`src/rtl/ow_master_phy.sv`:
```
// 1-Wire bus master slot engine: one timing engine shared across CH open-drain channels.
// Turns RESET/WRITE0/WRITE1/READ slot commands into per-channel pull-low enables and returns the sampled bit.
module ow_master_phy #(
    parameter int CH      = 4,
    parameter int CHW     = 2,
    parameter int CLK_DIV = 50
) (
    input  logic           clk,
    input  logic           rst,
    input  logic           cmd_valid,
    output logic           cmd_ready,
    input  logic [1:0]     cmd_op,
    input  logic [CHW-1:0] cmd_ch,
    input  logic           cmd_od,
    output logic           rsp_valid,
    output logic           rsp_bit,
    output logic           rsp_err,
    output logic           busy,
    input  logic [CH-1:0]  dq_in,
    output logic [CH-1:0]  dq_out,
    output logic [CH-1:0]  dq_ena
);

    // state  | meaning
    // IDLE   | waiting for a command, cmd_ready high
    // LOW    | addressed line pulled low until t_low
    // HIGH   | line released; sample at t_samp, finish at t_end
    // DONE   | one-cycle response, then back to IDLE
    typedef enum logic [1:0] {S_IDLE, S_LOW, S_HIGH, S_DONE} state_t;

    localparam int            NPAD     = 1 << CHW;
    localparam int            PW       = $clog2(CLK_DIV);
    localparam logic [PW-1:0] LAST_STD = PW'(CLK_DIV - 1);
    localparam logic [PW-1:0] LAST_OD  = PW'(CLK_DIV / 4 - 1);
    localparam logic [1:0]    OP_RESET = 2'd0;
    localparam logic [1:0]    OP_WR0   = 2'd1;

    state_t          state_q;
    logic [1:0]      op_q;
    logic [CHW-1:0]  ch_q;
    logic            od_q;
    logic            err_q;
    logic            smp_q;
    logic [PW-1:0]   pre_q;
    logic [PW-1:0]   pre_d;
    logic [9:0]      tick_q;
    logic [9:0]      tick_d;
    logic            tick;
    logic [CH-1:0]   sync1_q;
    logic [CH-1:0]   sync2_q;
    logic [CH-1:0]   dq_ena_q;
    logic            busy_q;
    logic            rsp_valid_q;
    logic            rsp_bit_q;
    logic            rsp_err_q;
    logic [NPAD-1:0] s_pad;
    logic [NPAD-1:0] sel_oh;
    logic            line_acc;
    logic            line_cur;
    logic [9:0]      t_low;
    logic [9:0]      t_samp;
    logic [9:0]      t_end;

    always_ff @(posedge clk or posedge rst) begin
        if (rst) begin
            sync1_q <= '1;
            sync2_q <= '1;
        end else begin
            sync1_q <= dq_in;
            sync2_q <= sync1_q;
        end
    end

    // Channels beyond CH read as an idle (high) line and are never driven.
    always_comb begin
        s_pad           = '1;
        s_pad[CH-1:0]   = sync2_q;
        sel_oh          = '0;
        sel_oh[cmd_ch]  = 1'b1;
        line_acc        = s_pad[cmd_ch];
        line_cur        = s_pad[ch_q];
        tick            = (pre_q == (od_q ? LAST_OD : LAST_STD));
        pre_d           = tick ? '0 : pre_q + PW'(1);
        tick_d          = tick_q + 10'd1;
    end

    always_comb begin
        t_low  = 10'd6;
        t_samp = 10'd15;
        t_end  = 10'd70;
        if (!od_q) begin
            if (op_q == OP_RESET) begin
                t_low = 10'd480; t_samp = 10'd550; t_end = 10'd960;
            end else if (op_q == OP_WR0) begin
                t_low = 10'd60;  t_samp = 10'd62;  t_end = 10'd70;
            end
        end else begin
            if (op_q == OP_RESET) begin
                t_low = 10'd280; t_samp = 10'd314; t_end = 10'd440;
            end else if (op_q == OP_WR0) begin
                t_low = 10'd30;  t_samp = 10'd32;  t_end = 10'd40;
            end else begin
                t_low = 10'd4;   t_samp = 10'd8;   t_end = 10'd40;
            end
        end
    end

    always_ff @(posedge clk or posedge rst) begin
        if (rst) begin
            state_q     <= S_IDLE;
            op_q        <= 2'd0;
            ch_q        <= '0;
            od_q        <= 1'b0;
            err_q       <= 1'b0;
            smp_q       <= 1'b0;
            pre_q       <= '0;
            tick_q      <= '0;
            dq_ena_q    <= '0;
            busy_q      <= 1'b0;
            rsp_valid_q <= 1'b0;
            rsp_bit_q   <= 1'b0;
            rsp_err_q   <= 1'b0;
        end else begin
            rsp_valid_q <= 1'b0;
            case (state_q)
                S_IDLE: begin
                    if (cmd_valid) begin
                        op_q   <= cmd_op;
                        ch_q   <= cmd_ch;
                        od_q   <= cmd_od;
                        pre_q  <= '0;
                        tick_q <= '0;
                        busy_q <= 1'b1;
                        if (!line_acc) begin
                            err_q   <= 1'b1;
                            state_q <= S_DONE;
                        end else begin
                            err_q    <= 1'b0;
                            dq_ena_q <= sel_oh[CH-1:0];
                            state_q  <= S_LOW;
                        end
                    end
                end
                S_LOW: begin
                    pre_q <= pre_d;
                    if (tick) begin
                        tick_q <= tick_d;
                        if (tick_d == t_low) begin
                            dq_ena_q <= '0;
                            state_q  <= S_HIGH;
                        end
                    end
                end
                S_HIGH: begin
                    pre_q <= pre_d;
                    if (tick) begin
                        tick_q <= tick_d;
                        if (tick_d == t_samp) smp_q <= line_cur;
                        if (tick_d == t_end) state_q <= S_DONE;
                    end
                end
                default: begin
                    rsp_valid_q <= 1'b1;
                    rsp_err_q   <= err_q;
                    rsp_bit_q   <= err_q ? 1'b0 : ((op_q == OP_RESET) ? ~smp_q : smp_q);
                    busy_q      <= 1'b0;
                    state_q     <= S_IDLE;
                end
            endcase
        end
    end

    assign cmd_ready = ~busy_q;
    assign busy      = busy_q;
    assign rsp_valid = rsp_valid_q;
    assign rsp_bit   = rsp_bit_q;
    assign rsp_err   = rsp_err_q;
    assign dq_ena    = dq_ena_q;
    assign dq_out    = '0;

endmodule
```
`config.mk`:
```
export PLATFORM = sky130hd
export DESIGN_NAME = ow_master_phy
export DESIGN_NICKNAME = d
export VERILOG_FILES = /design/src/rtl/ow_master_phy.sv
export SDC_FILE = /design/constraint.sdc
export NUM_CORES = 1
export LEC_CHECK = 0
export ABC_AREA = 1
export CAP_MARGIN = 20
export CORE_ASPECT_RATIO = 1.4
export CORE_MARGIN = 3
export CORE_UTILIZATION = 50
export CTS_BUF_LIST = sky130_fd_sc_hd__clkbuf_16
export CTS_CLUSTER_DIAMETER = 150
export DETAILED_ROUTE_END_ITERATION = 10
export PLACE_DENSITY_LB_ADDON = 0.15
export SYNTH_ARGS = -nofsm -noshare
export SYNTH_HDL_FRONTEND = slang
export SYNTH_SLANG_ARGS = --single-unit
```
`constraint.sdc`:
```
create_clock -name clk -period 3.35 [get_ports clk]
set_input_delay 1.005 -clock clk [delete_from_list [all_inputs] [get_ports clk]]
set_output_delay 1.005 -clock clk [all_outputs]
set_load 0.01 [all_outputs]
```
==> flow_summary.html <==
<table>
<tr><th>Metric</th><th>Value</th></tr>
<tr><th colspan="2">Outcome</th></tr>
<tr><td>Result of the run</td><td>finished, final reports clean</td></tr>
<tr><th colspan="2">Layout</th></tr>
<tr><td>Number of antenna diodes</td><td>0</td></tr>
<tr><td>Area occupied by registers</td><td>1036 um2</td></tr>
<tr><td>Final Net Count</td><td>368</td></tr>
<tr><td>Share of final-layout standard cells stronger than drive strength 1</td><td>11.40%</td></tr>
<tr><td>Filler cell count in the final layout</td><td>446</td></tr>
<tr><td>Layout-stage area growth over the synthesis result</td><td>17.38%</td></tr>
<tr><td>Area occupied by multi-input gates</td><td>1230 um2</td></tr>
<tr><td>Final Instance Area</td><td>2899 um2</td></tr>
<tr><td>Layout Cells excl Fill</td><td>413</td></tr>
<tr><th colspan="2">Logic synthesis</th></tr>
<tr><td>Most repeated cell in the gate-level netlist after synthesis</td><td>sky130_fd_sc_hd__nand2_1</td></tr>
<tr><td>Ys async rst share</td><td>100.0%</td></tr>
<tr><td>Compound-gate portion of the synthesized area</td><td>8.409%</td></tr>
<tr><td>Largest family of logic cells by synthesized area</td><td>simple AND/OR/NAND/NOR gates</td></tr>
<tr><td>Fraction of synthesized area in multiplexers</td><td>0.4559%</td></tr>
<tr><td>Flip-flop and latch count after synthesis</td><td>41</td></tr>
<tr><td>Synthesized netlist cell count</td><td>325</td></tr>
<tr><td>Commonest cells in the netlist</td><td>83 x sky130_fd_sc_hd__nand2_1, 42 x sky130_fd_sc_hd__inv_1, 34 x sky130_fd_sc_hd__nor2_1</td></tr>
<tr><td>Area of the mapped netlist</td><td>2470 um2</td></tr>
<tr><td>Area fraction of the dominant cell type after synthesis</td><td>33.43%</td></tr>
<tr><td>Synth unique cells</td><td>33</td></tr>
<tr><td>Part of the Yosys area used for sequential elements</td><td>41.95%</td></tr>
<tr><td>Top flip-flop cell by instance count after synthesis</td><td>sky130_fd_sc_hd__dfrtp_1</td></tr>
<tr><td>Parity-gate share of the synthesized area counting xor and xnor cells</td><td>3.546%</td></tr>
<tr><td>Largest area contributor in the synthesized netlist</td><td>sky130_fd_sc_hd__dfrtp_1</td></tr>
<tr><td>Yosys warning count</td><td>0</td></tr>
<tr><td>Arithmetic-cell share of the synthesized area counting full adders, half adders and majority gates</td><td>3.040%</td></tr>
<tr><td>Mean post-synth cell area</td><td>7.600 um2</td></tr>
<tr><td>Cells taking the most area after synthesis</td><td>sky130_fd_sc_hd__dfrtp_1 33%, sky130_fd_sc_hd__nand2_1 13%, sky130_fd_sc_hd__dfstp_2 8.5%</td></tr>
<tr><td>Post-synth EDFFs</td><td>0</td></tr>
<tr><td>Fraction of the mapped netlist area in simple logic gates</td><td>33.74%</td></tr>
<tr><th colspan="2">STA</th></tr>
<tr><td>Maximum clock rate</td><td>408.4 MHz</td></tr>
<tr><td>Setup tns final</td><td>0 ns</td></tr>
<tr><td>Setup violators final</td><td>0</td></tr>
<tr><td>Final slew viol count</td><td>0</td></tr>
<tr><td>Final worst hold slack</td><td>0.3560 ns</td></tr>
<tr><td>Shortest period the worst path allows</td><td>2.448 ns</td></tr>
<tr><td>Final worst path period share</td><td>73.09%</td></tr>
<tr><td>Unrepaired setup endpoints after global routing</td><td>false</td></tr>
<tr><td>Clock skew</td><td>0.004479 ns</td></tr>
<tr><td>Final hold violation count</td><td>0</td></tr>
<tr><th colspan="2">Routing</th></tr>
<tr><td>Routed via count</td><td>2112</td></tr>
<tr><td>Remaining DRCs</td><td>0</td></tr>
<tr><td>Violation count after the first detailed-routing iteration</td><td>70</td></tr>
<tr><td>First-pass DRT Iterations</td><td>4</td></tr>
<tr><td>Per-cell routed wire length</td><td>12.57 um</td></tr>
<tr><td>Routed Wire Length</td><td>5192 um</td></tr>
<tr><td>Via-to-Cell Ratio</td><td>5.114</td></tr>
<tr><td>Post-detailed-route count of antenna-violating nets</td><td>0</td></tr>
<tr><th colspan="2">Clocking</th></tr>
<tr><td>Total CTS buffers</td><td>5</td></tr>
<tr><td>Hold-fix buffers, CTS</td><td>0</td></tr>
<tr><td>CTS tree</td><td>done</td></tr>
<tr><td>Insertion delay of the later-clocked pin in the worst-skew pair</td><td>0.28 ns</td></tr>
<tr><td>Count of instances resized after the clock tree is built</td><td>0</td></tr>
<tr><td>Clock H-tree levels</td><td>2</td></tr>
<tr><td>Clk root buf</td><td>sky130_fd_sc_hd__clkbuf_16</td></tr>
<tr><td>Clock-pin slew on the worst setup and hold paths</td><td>0.06 ns</td></tr>
<tr><td>Number of buffers added for setup after CTS</td><td>0</td></tr>
<tr><td>Clock Tree Buf Depth</td><td>2</td></tr>
<tr><td>Clock Sinks</td><td>41</td></tr>
<tr><th colspan="2">Placement</th></tr>
<tr><td>I/O Buffers</td><td>20</td></tr>
<tr><td>Placed Cells incl. Taps</td><td>405</td></tr>
<tr><td>Standard cell area after detailed placement</td><td>2728 um2</td></tr>
<tr><td>Final HPWL DP</td><td>4009 um</td></tr>
<tr><td>Gp weighted congestion</td><td>0.9697</td></tr>
<tr><th colspan="2">Power and ir drop</th></tr>
<tr><td>Switching power share of the total</td><td>42.91%</td></tr>
<tr><td>Net switching component of the power</td><td>1.099 mW</td></tr>
<tr><td>Power share of the sequential group</td><td>30.4%</td></tr>
<tr><td>Peak supply drop</td><td>0.5051 mV</td></tr>
<tr><td>Lkg Pwr</td><td>1.455 nW</td></tr>
<tr><td>Portion of total power attributed to the clock network</td><td>21.5%</td></tr>
<tr><td>Combinational fraction of design power</td><td>48.1%</td></tr>
<tr><td>Internal portion of total power</td><td>1.462 mW</td></tr>
<tr><td>Final Power</td><td>2.562 mW</td></tr>
<tr><td>Power Density</td><td>883.6 nW/um2</td></tr>
<tr><th colspan="2">Setup path</th></tr>
<tr><td>Type of element capturing the critical path</td><td>flop</td></tr>
<tr><td>Largest fanout on the critical path</td><td>5</td></tr>
<tr><td>Kind of launch point of the worst setup path</td><td>input port</td></tr>
<tr><td>CP required</td><td>3.52 ns</td></tr>
<tr><td>Minimum setup slack among reg-to-reg paths</td><td>1.33 ns</td></tr>
<tr><td>WP data arrival</td><td>2.62 ns</td></tr>
<tr><td>Startpoint-to-endpoint class of the critical path</td><td>in -&gt; reg</td></tr>
<tr><th colspan="2">Floorplan</th></tr>
<tr><td>Cell Rows</td><td>29</td></tr>
<tr><td>Area enclosed by the die boundary</td><td>5831 um2</td></tr>
<tr><td>Die width</td><td>65.40 um</td></tr>
<tr><td>I/O pins</td><td>25</td></tr>
<tr><td>Initial core utilization</td><td>53.18%</td></tr>
<tr><td>Floorplan Core Area</td><td>4644 um2</td></tr>
<tr><td>Die Y</td><td>89.16 um</td></tr>
<tr><th colspan="2">Global routing</th></tr>
<tr><td>Remaining global-route overflow</td><td>0</td></tr>
<tr><td>Maximum number of pins on one net before global-route repair</td><td>27</td></tr>
<tr><td>All-layer global routing usage</td><td>19.77%</td></tr>
<tr><td>Wire length of the first global-routing pass</td><td>8852 um</td></tr>
<tr><td>Number of global-route vias before repair</td><td>2006</td></tr>
<tr><td>Antenna violations before repair</td><td>0</td></tr>
<tr><th colspan="2">Hold path</th></tr>
<tr><td>Path class of the lowest-slack min-delay path</td><td>reg -&gt; reg</td></tr>
<tr><th colspan="2">Flow run</th></tr>
<tr><td>Number of maximum-capacitance constraint violations</td><td>0</td></tr>
</table>
## layout by cell type (no fill, tap or decap), drive strengths merged
| cell | n |
|---|---|
| nor4 | 1 |
| bufinv | 1 |
| ha | 6 |
| clkdlybuf4s50 | 20 |
| mux2 | 1 |
| clkbuf | 5 |
| inv | 43 |
| clkinv | 1 |
| nand3 | 34 |
| nor3 | 10 |
| o21ai | 15 |
| nor2 | 37 |
| clkinvlp | 1 |
| dfrtp | 33 |
| nor3b | 1 |
| nand4 | 3 |
| o22ai | 10 |
| buf | 3 |
| dfstp | 8 |
| nand2 | 93 |
| conb | 4 |
| a21oi | 8 |
| o21bai | 1 |
| a22o | 1 |
| xor2 | 10 |
| a32o | 1 |
## state kept, by name, indices dropped and copies added (netlist names)
name and cells:
dq_ena 4, s_pad 4, od_q 1, rsp_err 1, err_q 1, rsp_valid 1
busy 1, pre_q 6, tick_q 10, sync1_q 4, rsp_bit 1, op_q 2
state_q 2, ch_q 2, smp_q 1
## routing by layer
layer  vias to the layer above  track usage (%)  wire length [um]
met5                         -                0                 0
met4                         0            8.302               116
met2                        47            34.56              2622
li1                       1086                -                 -
met1                       970            24.15              2263
met3                         9            3.145               189
## power by group through the flow
stage	sequential (mW)	combinational (mW)	clock, mW
after detailed placement	0.782	1.23	0
after CTS	0.777	1.23	0.565
after floorplan	0.766	0.906	0
after global placement	0.781	1.21	0
after global routing	0.800	1.40	0.585
final	0.778	1.23	0.552
## critical path: stages
cell and delay [ns]:
sky130_fd_sc_hd__clkdlybuf4s50_1 0.52, sky130_fd_sc_hd__inv_1 0.10, sky130_fd_sc_hd__nand2_1 0.09, sky130_fd_sc_hd__o22ai_1 0.07, sky130_fd_sc_hd__nor3_1 0.32, sky130_fd_sc_hd__nand3_1 0.12
sky130_fd_sc_hd__nand2_1 0.22, sky130_fd_sc_hd__nand2_4 0.08, sky130_fd_sc_hd__nand2_1 0.06, sky130_fd_sc_hd__nand2_1 0.04
## area by class of cell
class / instances / share of cell area (%)
clock buffer: 5 / 4.316
clock inverter: 3 / 1.597
inverter: 43 / 5.568
multi-input combinational: 236 / 42.43
sequential: 41 / 35.74
tap: 62 / 2.676
timing repair buffer: 23 / 7.682
## kinds of logic after synthesis
group,Yosys count
compound gates,36
flops,41
other cells,1
buf+inv,51
fa+ha+maj,6
mux,1
simple gates,179
xor+xnor,10
## path summary, 6_finish.rpt
| path | startpoint | end | depth (start not counted) |
|---|---|---|---|
| max | cmd_ch[0] | dq_ena[3] | 10 |
| min | sync1_q[0] | s_pad[0] | 0 |
| max reg2reg | state_q[1] | pre_q[5] | 10 |
| min reg2reg | sync1_q[0] | s_pad[0] | 0 |
| max in group asynchronous | rst | s_pad[0] | 3 |
| min in group asynchronous | rst | rsp_valid | 3 |
## metrics by stage
step | setup slack, ns | util [%]
floorplan | 1.375 | -
global placement | 0.5955 | 58.73
detailed placement | 0.5982 | 58.73
CTS | 0.9058 | 62.42
global route | 0.6964 | 62.42
finish | 0.9015 | 62.42
No activity file was read; power rests on OpenSTA's default activity.
